File: src/rtl/sa_fifo_ctrl_32x64.sv
// Valid/ready FIFO controller driving a 32x64 registered-read RAM, with a 2-entry output skid
// buffer that hides the read latency. Define SA_FIFO_BYPASS_EN to let writes skip an empty RAM.
module sa_fifo_ctrl_32x64 #(
    parameter int unsigned DW = 64,
    parameter int unsigned AW = 5
) (
    input  logic          clk,
    input  logic          reset_,
    input  logic          wr_req,
    output logic          wr_ready,
    input  logic [DW-1:0] wr_data,
    output logic          rd_req,
    input  logic          rd_ready,
    output logic [DW-1:0] rd_data,
    output logic [AW-1:0] ram_wa,
    output logic          ram_we,
    output logic [DW-1:0] ram_di,
    output logic [AW-1:0] ram_ra,
    output logic          ram_re,
    input  logic [DW-1:0] ram_dout,
    input  logic [31:0]   pwrbus_ram_pd
);

    localparam int unsigned Depth = 1 << AW;
    localparam logic [AW:0] CntFull = (AW + 1)'(Depth);

    logic [AW-1:0] wr_ptr_q, rd_ptr_q;
    logic [AW:0]   ram_cnt_q, ram_cnt_d;
    logic          inflight_q;
    logic          wr_ready_q;
    logic [1:0]    ob_cnt_q, ob_cnt_d, ob_after_pop;
    logic [DW-1:0] ob0_q, ob1_q, ob0_d, ob1_d;
    logic [2:0]    ob_pending;
    logic          accept, pop, bypass, push;
    logic [DW-1:0] push_data;

    // Power bus is routed to the RAM by the parent; nothing to do here.
    logic unused_pwrbus;
    assign unused_pwrbus = ^pwrbus_ram_pd;

    assign accept       = wr_req & wr_ready_q;
    assign pop          = (ob_cnt_q != 2'd0) & rd_ready;
    assign ob_after_pop = ob_cnt_q - {1'b0, pop};
    // Slots already claimed once this cycle's pop and last cycle's read are accounted for.
    assign ob_pending   = {1'b0, ob_cnt_q} + {2'b00, inflight_q} - {2'b00, pop};

`ifdef SA_FIFO_BYPASS_EN
    // Nothing older is in the RAM or in flight, so the buffer tail can take the write directly.
    assign bypass = accept & (ram_cnt_q == '0) & ~inflight_q & (ob_after_pop < 2'd2);
`else
    assign bypass = 1'b0;
`endif

    assign ram_we    = accept & ~bypass;
    assign ram_wa    = wr_ptr_q;
    assign ram_di    = wr_data;
    assign ram_re    = (ram_cnt_q != '0) & (ob_pending < 3'd2);
    assign ram_ra    = rd_ptr_q;
    assign wr_ready  = wr_ready_q;
    assign rd_req    = (ob_cnt_q != 2'd0);
    assign rd_data   = ob0_q;

    assign push      = inflight_q | bypass;
    assign push_data = inflight_q ? ram_dout : wr_data;

    always_comb begin
        ram_cnt_d = ram_cnt_q + {{AW{1'b0}}, ram_we} - {{AW{1'b0}}, ram_re};
        ob_cnt_d  = ob_after_pop + {1'b0, push};
    end

    always_comb begin
        ob0_d = ob0_q;
        ob1_d = ob1_q;
        // Shift only when a second entry exists so the head holds its value once empty.
        if (pop && ob_cnt_q == 2'd2) begin
            ob0_d = ob1_q;
        end
        if (push) begin
            if (ob_after_pop == 2'd0) begin
                ob0_d = push_data;
            end else begin
                ob1_d = push_data;
            end
        end
    end

    always_ff @(posedge clk or negedge reset_) begin
        if (!reset_) begin
            wr_ptr_q   <= '0;
            rd_ptr_q   <= '0;
            ram_cnt_q  <= '0;
            inflight_q <= 1'b0;
            wr_ready_q <= 1'b0;
            ob_cnt_q   <= 2'd0;
            ob0_q      <= '0;
            ob1_q      <= '0;
        end else begin
            if (ram_we) begin
                wr_ptr_q <= wr_ptr_q + 1'b1;
            end
            if (ram_re) begin
                rd_ptr_q <= rd_ptr_q + 1'b1;
            end
            ram_cnt_q  <= ram_cnt_d;
            inflight_q <= ram_re;
            wr_ready_q <= (ram_cnt_d != CntFull);
            ob_cnt_q   <= ob_cnt_d;
            ob0_q      <= ob0_d;
            ob1_q      <= ob1_d;
        end
    end

endmodule

File: config.mk
export PLATFORM = sky130hd
export DESIGN_NAME = sa_fifo_ctrl_32x64
export DESIGN_NICKNAME = d
export VERILOG_FILES = /design/src/rtl/sa_fifo_ctrl_32x64.sv
export SDC_FILE = /design/constraint.sdc
export NUM_CORES = 1
export LEC_CHECK = 0
export ABC_AREA = 1
export ABC_CLOCK_PERIOD_IN_PS = 3700
export BUFFER_PORTS_ARGS = -buffer_cell sky130_fd_sc_hd__buf_2
export CAP_MARGIN = 10
export CORE_UTILIZATION = 35
export CTS_BUF_LIST = sky130_fd_sc_hd__clkbuf_8 sky130_fd_sc_hd__clkbuf_16
export DETAILED_ROUTE_END_ITERATION = 8
export GPL_ROUTABILITY_DRIVEN = 0
export RECOVER_POWER = 100
export SLEW_MARGIN = 20
export SYNTH_ARGS = -nofsm -noshare
export SYNTH_HDL_FRONTEND = slang
export SYNTH_SLANG_ARGS = --single-unit
export TNS_END_PERCENT = 50
File: constraint.sdc
create_clock -name clk -period 3.7 [get_ports clk]
set_input_delay 1.11 -clock clk [delete_from_list [all_inputs] [get_ports clk]]
set_output_delay 1.11 -clock clk [all_outputs]
set_load 0.005 [all_outputs]
==> results of run 1 <==
-- metal layers --
layer	share of wire [%]	wire length, um	global-route usage, %	vias up
li1	-	-	-	2801
met1	48	7980	21.7	2564
met2	45	7540	25.4	166
met3	6.0	1000	3.91	24
met4	1.4	236	5.36	0
met5	0	0	0	-
-- worst min-delay path by stage --
stage           endpoint  cells past startpoint       from  slack [ps]
2_1_floorplan   ob1_q[0]                      2   ob1_q[0]         430
3_3_place_gp   ob1_q[12]                      2  ob1_q[12]         450
3_5_place_dp   ob1_q[54]                      2  ob1_q[54]         450
4_1_cts        ob1_q[54]                      2  ob1_q[54]         470
5_1_grt        ob1_q[53]                      2  ob1_q[53]         480
6_report       ob1_q[53]                      2  ob1_q[53]         460
-- logic make-up after synthesis --
logic type,Yosys count,synth area share [%]
adders and majority gates,14,2.60
AOI/OAI and AO/OA,167,11.8
and+or+nand+nor,347,20.2
buffers and inverters,169,13.7
xor gates and xnor gates,9,1.08
DFF,148,50.6
-- stage by stage --
| step | power, uW | util, % | cells | area (um2) |
|---|---|---|---|---|
| 3_3_place_gp | 6310 | 38.3 | 1174 | 7800 |
| 3_5_place_dp | 6410 | 38.3 | 1174 | 7800 |
| 6_report | 7910 | 40.7 | 1206 | 8280 |
| 2_1_floorplan | 5330 | - | 854 | 7370 |
| 4_1_cts | 8160 | 41.2 | 1206 | 8390 |
| 5_1_grt | 8670 | 40.7 | 1206 | 8280 |
-- layout by cell type, fill, tap and decap left out, types with 2 or more instances in the layout --
master        n
buf_12        2
or2_0        10
or2_2        20
nor2_1       42
dfrtp_1     148
xor2_1        3
clkbuf_2      3
clkinv_4      2
o21ai_0     122
buf_2       110
inv_2         2
buf_4         9
o21ai_2       5
nand2_1     224
nand3_1      40
inv_6         6
nand2_2       3
inv_1        55
nand4_1       2
ha_1         12
fa_1          2
xnor2_1       6
a21oi_1      38
clkbuf_1     36
o21ai_1       2
clkbuf_16    17
clkinvlp_4    4
-- sequential cells by signal, summed over array words and instances (netlist names) --
register and cells:
ob1_q 64, wr_ready 1, inflight_q 1, ram_wa 5, ram_ra 5, rd_data 64, ob_cnt_q 2, ram_cnt_q 6
-- final cells by class --
type	instances	area share, %
multi-input cells	537	31.6
repair buffers	162	9.99
inverters	57	2.58
flip-flops and latches	148	44.7
clock buffers	18	5.30
well taps	270	4.08
clock inverters	14	1.71
-- where the power goes --
group | internal, uW | switching (uW) | total (uW) | leakage [uW]
sequential | 2460 | 389 | 2850 | 0.00175
combinational | 1280 | 2080 | 3350 | 0.00211
clock | 963 | 749 | 1710 | 0.000273
total | 4700 | 3210 | 7910 | 0.00413
-- worst max-delay path, stage by stage --
cell and delay [ps]:
buf_2 120, inv_1 50, nand2_1 90, nand2_4 90, nand2_2 50, fa_1 520, nand3_2 80, nor2_4 90
buf_4 160, buf_2 120
==> run_results.csv, run 1 <==
group,metric,value,unit
outcome,outcome,"finished with violations",
outcome,violations,"capacitance limit, slew limit",
cts,root_buffer,"clkbuf_16",
floorplan,start_util,35.9,%
hold_path,hold_class,"flip-flop to flip-flop",
timing,fin_ws,104,ps
timing,skew,14.4,ps
synth,synth.distinct_cells,30,
grt,grt_pass1_vias,5491,
floorplan,coreArea,0.0204,mm2
worst_setup_path,path_max_fanout,7,
cells_and_area,fill_cells,2081,
cells_and_area,multi_input_area,0.00262,mm2
cells_and_area,seq_area,0.00370,mm2
grt,antenna_found_initial,0,
grt,grt_use_total,16.1,%
cts,cts_sinks,148,
cells_and_area,diodes,0,
route,route.detailed.drc,0,
timing,setup_violations,0,
worst_setup_path,path_class,"primary input to primary output",
synth,synthCells,854,
cts,tritoncts,"yes",
floorplan,die_area,0.0215,mm2
timing,hold-worst-slack,465,ps
synth,syn_avg_cell_area,8.57,um2
worst_setup_path,worstSetupEndpoint,"ram_re",
worst_setup_path,crit_start,"rd_ready",
cts,clockBufferDepth,2,
synth,yosysTopAreaCell,"dfrtp_1",
timing,min_period,3600,ps
worst_setup_path,r2r_slack,590,ps
synth,yosys_warnings,0,
route,ant_nets,0,
grt,gr-total-overflow,0,
worst_setup_path,rr_worst_depth,8,
grt,grt_max_degree,87,
timing,rsz0062_at_grt,"no",
timing,final_hold_viol_count,0,
floorplan,rows,52,
worst_setup_path,rr_startpoint,"ob_cnt_q[1]",
worst_setup_path,r2r_end,"ob1_q[6]",
cts,clk_pin_slew,60,ps
placed_design,hpwl,10700,um
synth,yosysSeqAreaShare,50.6,%
grt,grt_pass1_wl,27700,um
cts,cts_resized,0,
route,viasPerCell,4.61,
synth,async_reset_ff_share,100,%
cts,worstSkewPairLatency,430,ps
cells_and_area,area_growth,13.1,%
placed_design,post-place-ws,-144,ps
worst_setup_path,critPathRequiredTime,2590,ps
synth,synth-edff-count,0,
route,drt-total-wl,16800,um
floorplan,die_h,147,um
floorplan,die_w,147,um
synth,synthTopCellsByCount,"223 x nand2_1, 148 x dfrtp_1, 113 x o21ai_0",
cts,numCtsBuffers,17,
cells_and_area,nets,1101,
timing,fmax,0.278,GHz
route,drt_iter0_markers,255,
synth,yosysTopAreaCellShare,50.6,%
power,leakage,0.00413,uW
timing,finalMaxSlewViolations,39,
worst_setup_path,crit_path_start_kind,"primary input",
power,power.density,955,mW/mm2
worst_setup_path,arrival,2490,ps
worst_setup_path,end_kind,"primary output",
route,routedWlPerCell,13.9,um
job,drv_cap,1,
synth,synth_area_leaders,"dfrtp_1 51%, nand2_1 11%, o21ai_0 7.7%",
synth,synth.most_common_cell,"nand2_1",
synth,ys_ff_latch,148,
route,routed-via-count,5555,
timing,period_share,97.2,%
timing,fin_setup_tns,0,ps
cts,htreeDepth,4,
synth,syn-num-nets,1032,
power,vdd_drop_max,358,uV
cells_and_area,drive_above_1_share,20.6,%
floorplan,ios,306,
synth,syn_area,0.00732,mm2
route,first_pass_iters,6,
synth,ys.flop_type,"dfrtp_1",
timing,worst_pin_slew,2180,ps
cts,post-cts-setup-buffers,0,
timing,max_slew_margin,-45.6,%
placed_design,io_buffers,145,
cts,hold_buffers,0,
(Power assumes the default switching activity.)
==> run 2: changes to the inputs <==
--- a/config.mk
+++ b/config.mk
@@ -8,12 +8,13 @@
 export ABC_AREA = 1
 export ABC_CLOCK_PERIOD_IN_PS = 3700
 export BUFFER_PORTS_ARGS = -buffer_cell sky130_fd_sc_hd__buf_2
-export CAP_MARGIN = 10
+export CAP_MARGIN = 25
 export CORE_UTILIZATION = 35
 export CTS_BUF_LIST = sky130_fd_sc_hd__clkbuf_8 sky130_fd_sc_hd__clkbuf_16
 export DETAILED_ROUTE_END_ITERATION = 8
 export GPL_ROUTABILITY_DRIVEN = 0
 export RECOVER_POWER = 100
+export SETUP_SLACK_MARGIN = 0.15
 export SLEW_MARGIN = 20
 export SYNTH_ARGS = -nofsm -noshare
 export SYNTH_HDL_FRONTEND = slang
==> run_results.csv, run 2 (synthesized netlist as in run 1, its figures left out) <==
group,metric,value,unit
route,routedWlPerCell,13.9,um
worst_setup_path,worst_path_largest_cell_delay,480,ps
timing,worst_pin_slew,2180,ps
job,drv_cap,1,
outcome,outcome,"finished with violations",
grt,grt_pass1_vias,5481,
grt,grt_pass1_wl,27800,um
cells_and_area,area_growth,13.5,%
cells_and_area,drive_above_1_share,20.7,%
outcome,violations,"capacitance limit, slew limit",
power,power.density,959,mW/mm2
floorplan,rows,52,
cells_and_area,layout_common_cells,"224 x nand2_1, 148 x dfrtp_1, 121 x o21ai_0",
cts,clockBufferDepth,2,
placed_design,hpwl,10700,um
power,leakage,0.00414,uW
floorplan,start_util,35.9,%
floorplan,coreArea,0.0204,mm2
worst_setup_path,path_max_fanout,2,
route,route.detailed.drc,0,
route,routed-via-count,5585,
grt,gr-total-overflow,0,
timing,finalMaxSlewViolations,39,
worst_setup_path,path_class,"primary input to primary output",
worst_setup_path,end_kind,"primary output",
cts,clk_pin_slew,60,ps
cts,root_buffer,"clkbuf_16",
cts,numCtsBuffers,17,
route,viasPerCell,4.62,
timing,min_period,3530,ps
worst_setup_path,critPathRequiredTime,2590,ps
cts,tritoncts,"yes",
worst_setup_path,path_cells,"buf_6 -> inv_2 -> nand2_4 -> nand2_1 -> nand2_2 -> fa_1 -> nand3_1 -> nor2_4 -> buf_6 -> clkbuf_1",
power,vdd_drop_max,362,uV
grt,grt_max_degree,87,
grt,met1_usage,22.0,%
cells_and_area,nets,1103,
hold_path,hold_class,"flip-flop to flip-flop",
cells_and_area,finalNonFillerCells,1208,
cells_and_area,final_util,40.8,%
cts,cts_sinks,148,
timing,period_share,95.3,%
worst_setup_path,cp_slowest_cell,"fa_1",
worst_setup_path,crit_path_frequent_cell,"buf_6",
timing,setup_violations,0,
timing,max_slew_margin,-45.2,%
floorplan,ios,306,
cts,htreeDepth,4,
grt,grt_use_total,16.2,%
cells_and_area,final_common_cell,"nand2_1",
cts,worstSkewPairLatency,430,ps
floorplan,die_w,147,um
cells_and_area,fill_cells,2077,
route,drt_iter0_markers,297,
floorplan,die_h,147,um
route,drt-total-wl,16800,um
cells_and_area,diodes,0,
route,ant_nets,0,
grt,antenna_found_initial,0,
timing,fmax,0.283,GHz
worst_setup_path,r2r_slack,530,ps
floorplan,die_area,0.0215,mm2
worst_setup_path,cp_num_buf_inv,4,
placed_design,dpl.cell_count,1174,
grt,use_met3,3.91,%
timing,final_hold_viol_count,0,
worst_setup_path,crit_path_start_kind,"primary input",
timing,rsz0062_at_grt,"no",
worst_setup_path,arrival,2420,ps
grt,grt-busiest-layer,"met2",
worst_setup_path,crit_family,"adder cells",
grt,use_met2,25.4,%
placed_design,io_buffers,145,
timing,skew,14.2,ps
route,first_pass_iters,7,
[run 2: routing by layer]
metal  routed length [um]  vias up
met5                    0        -
met4                  220        0
met3                  896       21
met2                 7510      148
met1                 8200     2614
li1                     -     2802
[run 2: cell type report]
| type | count | area (um2) | share of cell area (%) |
|---|---|---|---|
| Clock buffer | 18 | 439 | 5.29 |
| Clock inverter | 14 | 141 | 1.70 |
| Inverter | 57 | 214 | 2.58 |
| Multi-Input combinational cell | 537 | 2610 | 31.4 |
| Sequential cell | 148 | 3700 | 44.6 |
| Tap cell | 270 | 338 | 4.07 |
| Timing Repair Buffer | 164 | 860 | 10.3 |
[run 2: path summary, 6_finish.rpt]
path	from	end	cells after the start
max reg2reg	ob_cnt_q[0]	wr_ready	18
max in group asynchronous	reset_	rd_data[62]	2
min in group asynchronous	reset_	rd_data[13]	1
min	ob1_q[53]	ob1_q[53]	2
min reg2reg	ob1_q[53]	ob1_q[53]	2
max	rd_ready	ram_re	10
[run 2: per-stage QoR]
stage / power [uW] / TNS (ps) / setup WS, ps / cell area, um2 / hold WS [ps]
6_report: 7970 / 0 / 172 / 8310 / 468
5_1_grt: 8720 / 0 / 90.0 / 8310 / 483
4_1_cts: 8200 / 0 / 161 / 8400 / 467
3_5_place_dp: 6410 / -144 / -144 / 7800 / 451
3_3_place_gp: 6310 / -125 / -125 / 7800 / 447
2_1_floorplan: 5330 / -157 / -157 / 7370 / 434
[run 2: report_power, final]
group / total (uW) / internal, uW / switching, uW
clock network: 1710 / 963 / 751
registers: 2850 / 2460 / 393
logic: 3400 / 1310 / 2090
[run 2: worst reg2reg max path, delay by kind of cell (launching register included)]
kind / cells / cell delay, ps
adder cells (fa/ha/maj): 4 / 1310
buffers and inverters: 3 / 230
flip-flops: 1 / 410
AND/OR/NAND/NOR: 11 / 1120
[run 2: timing repair]
item	4_1_cts	5_1_grt
resized for setup	2	6
setup buffers	1	1
pin swaps	0	3
endpoints found under the setup margin	1	1
hold buffers	0	0
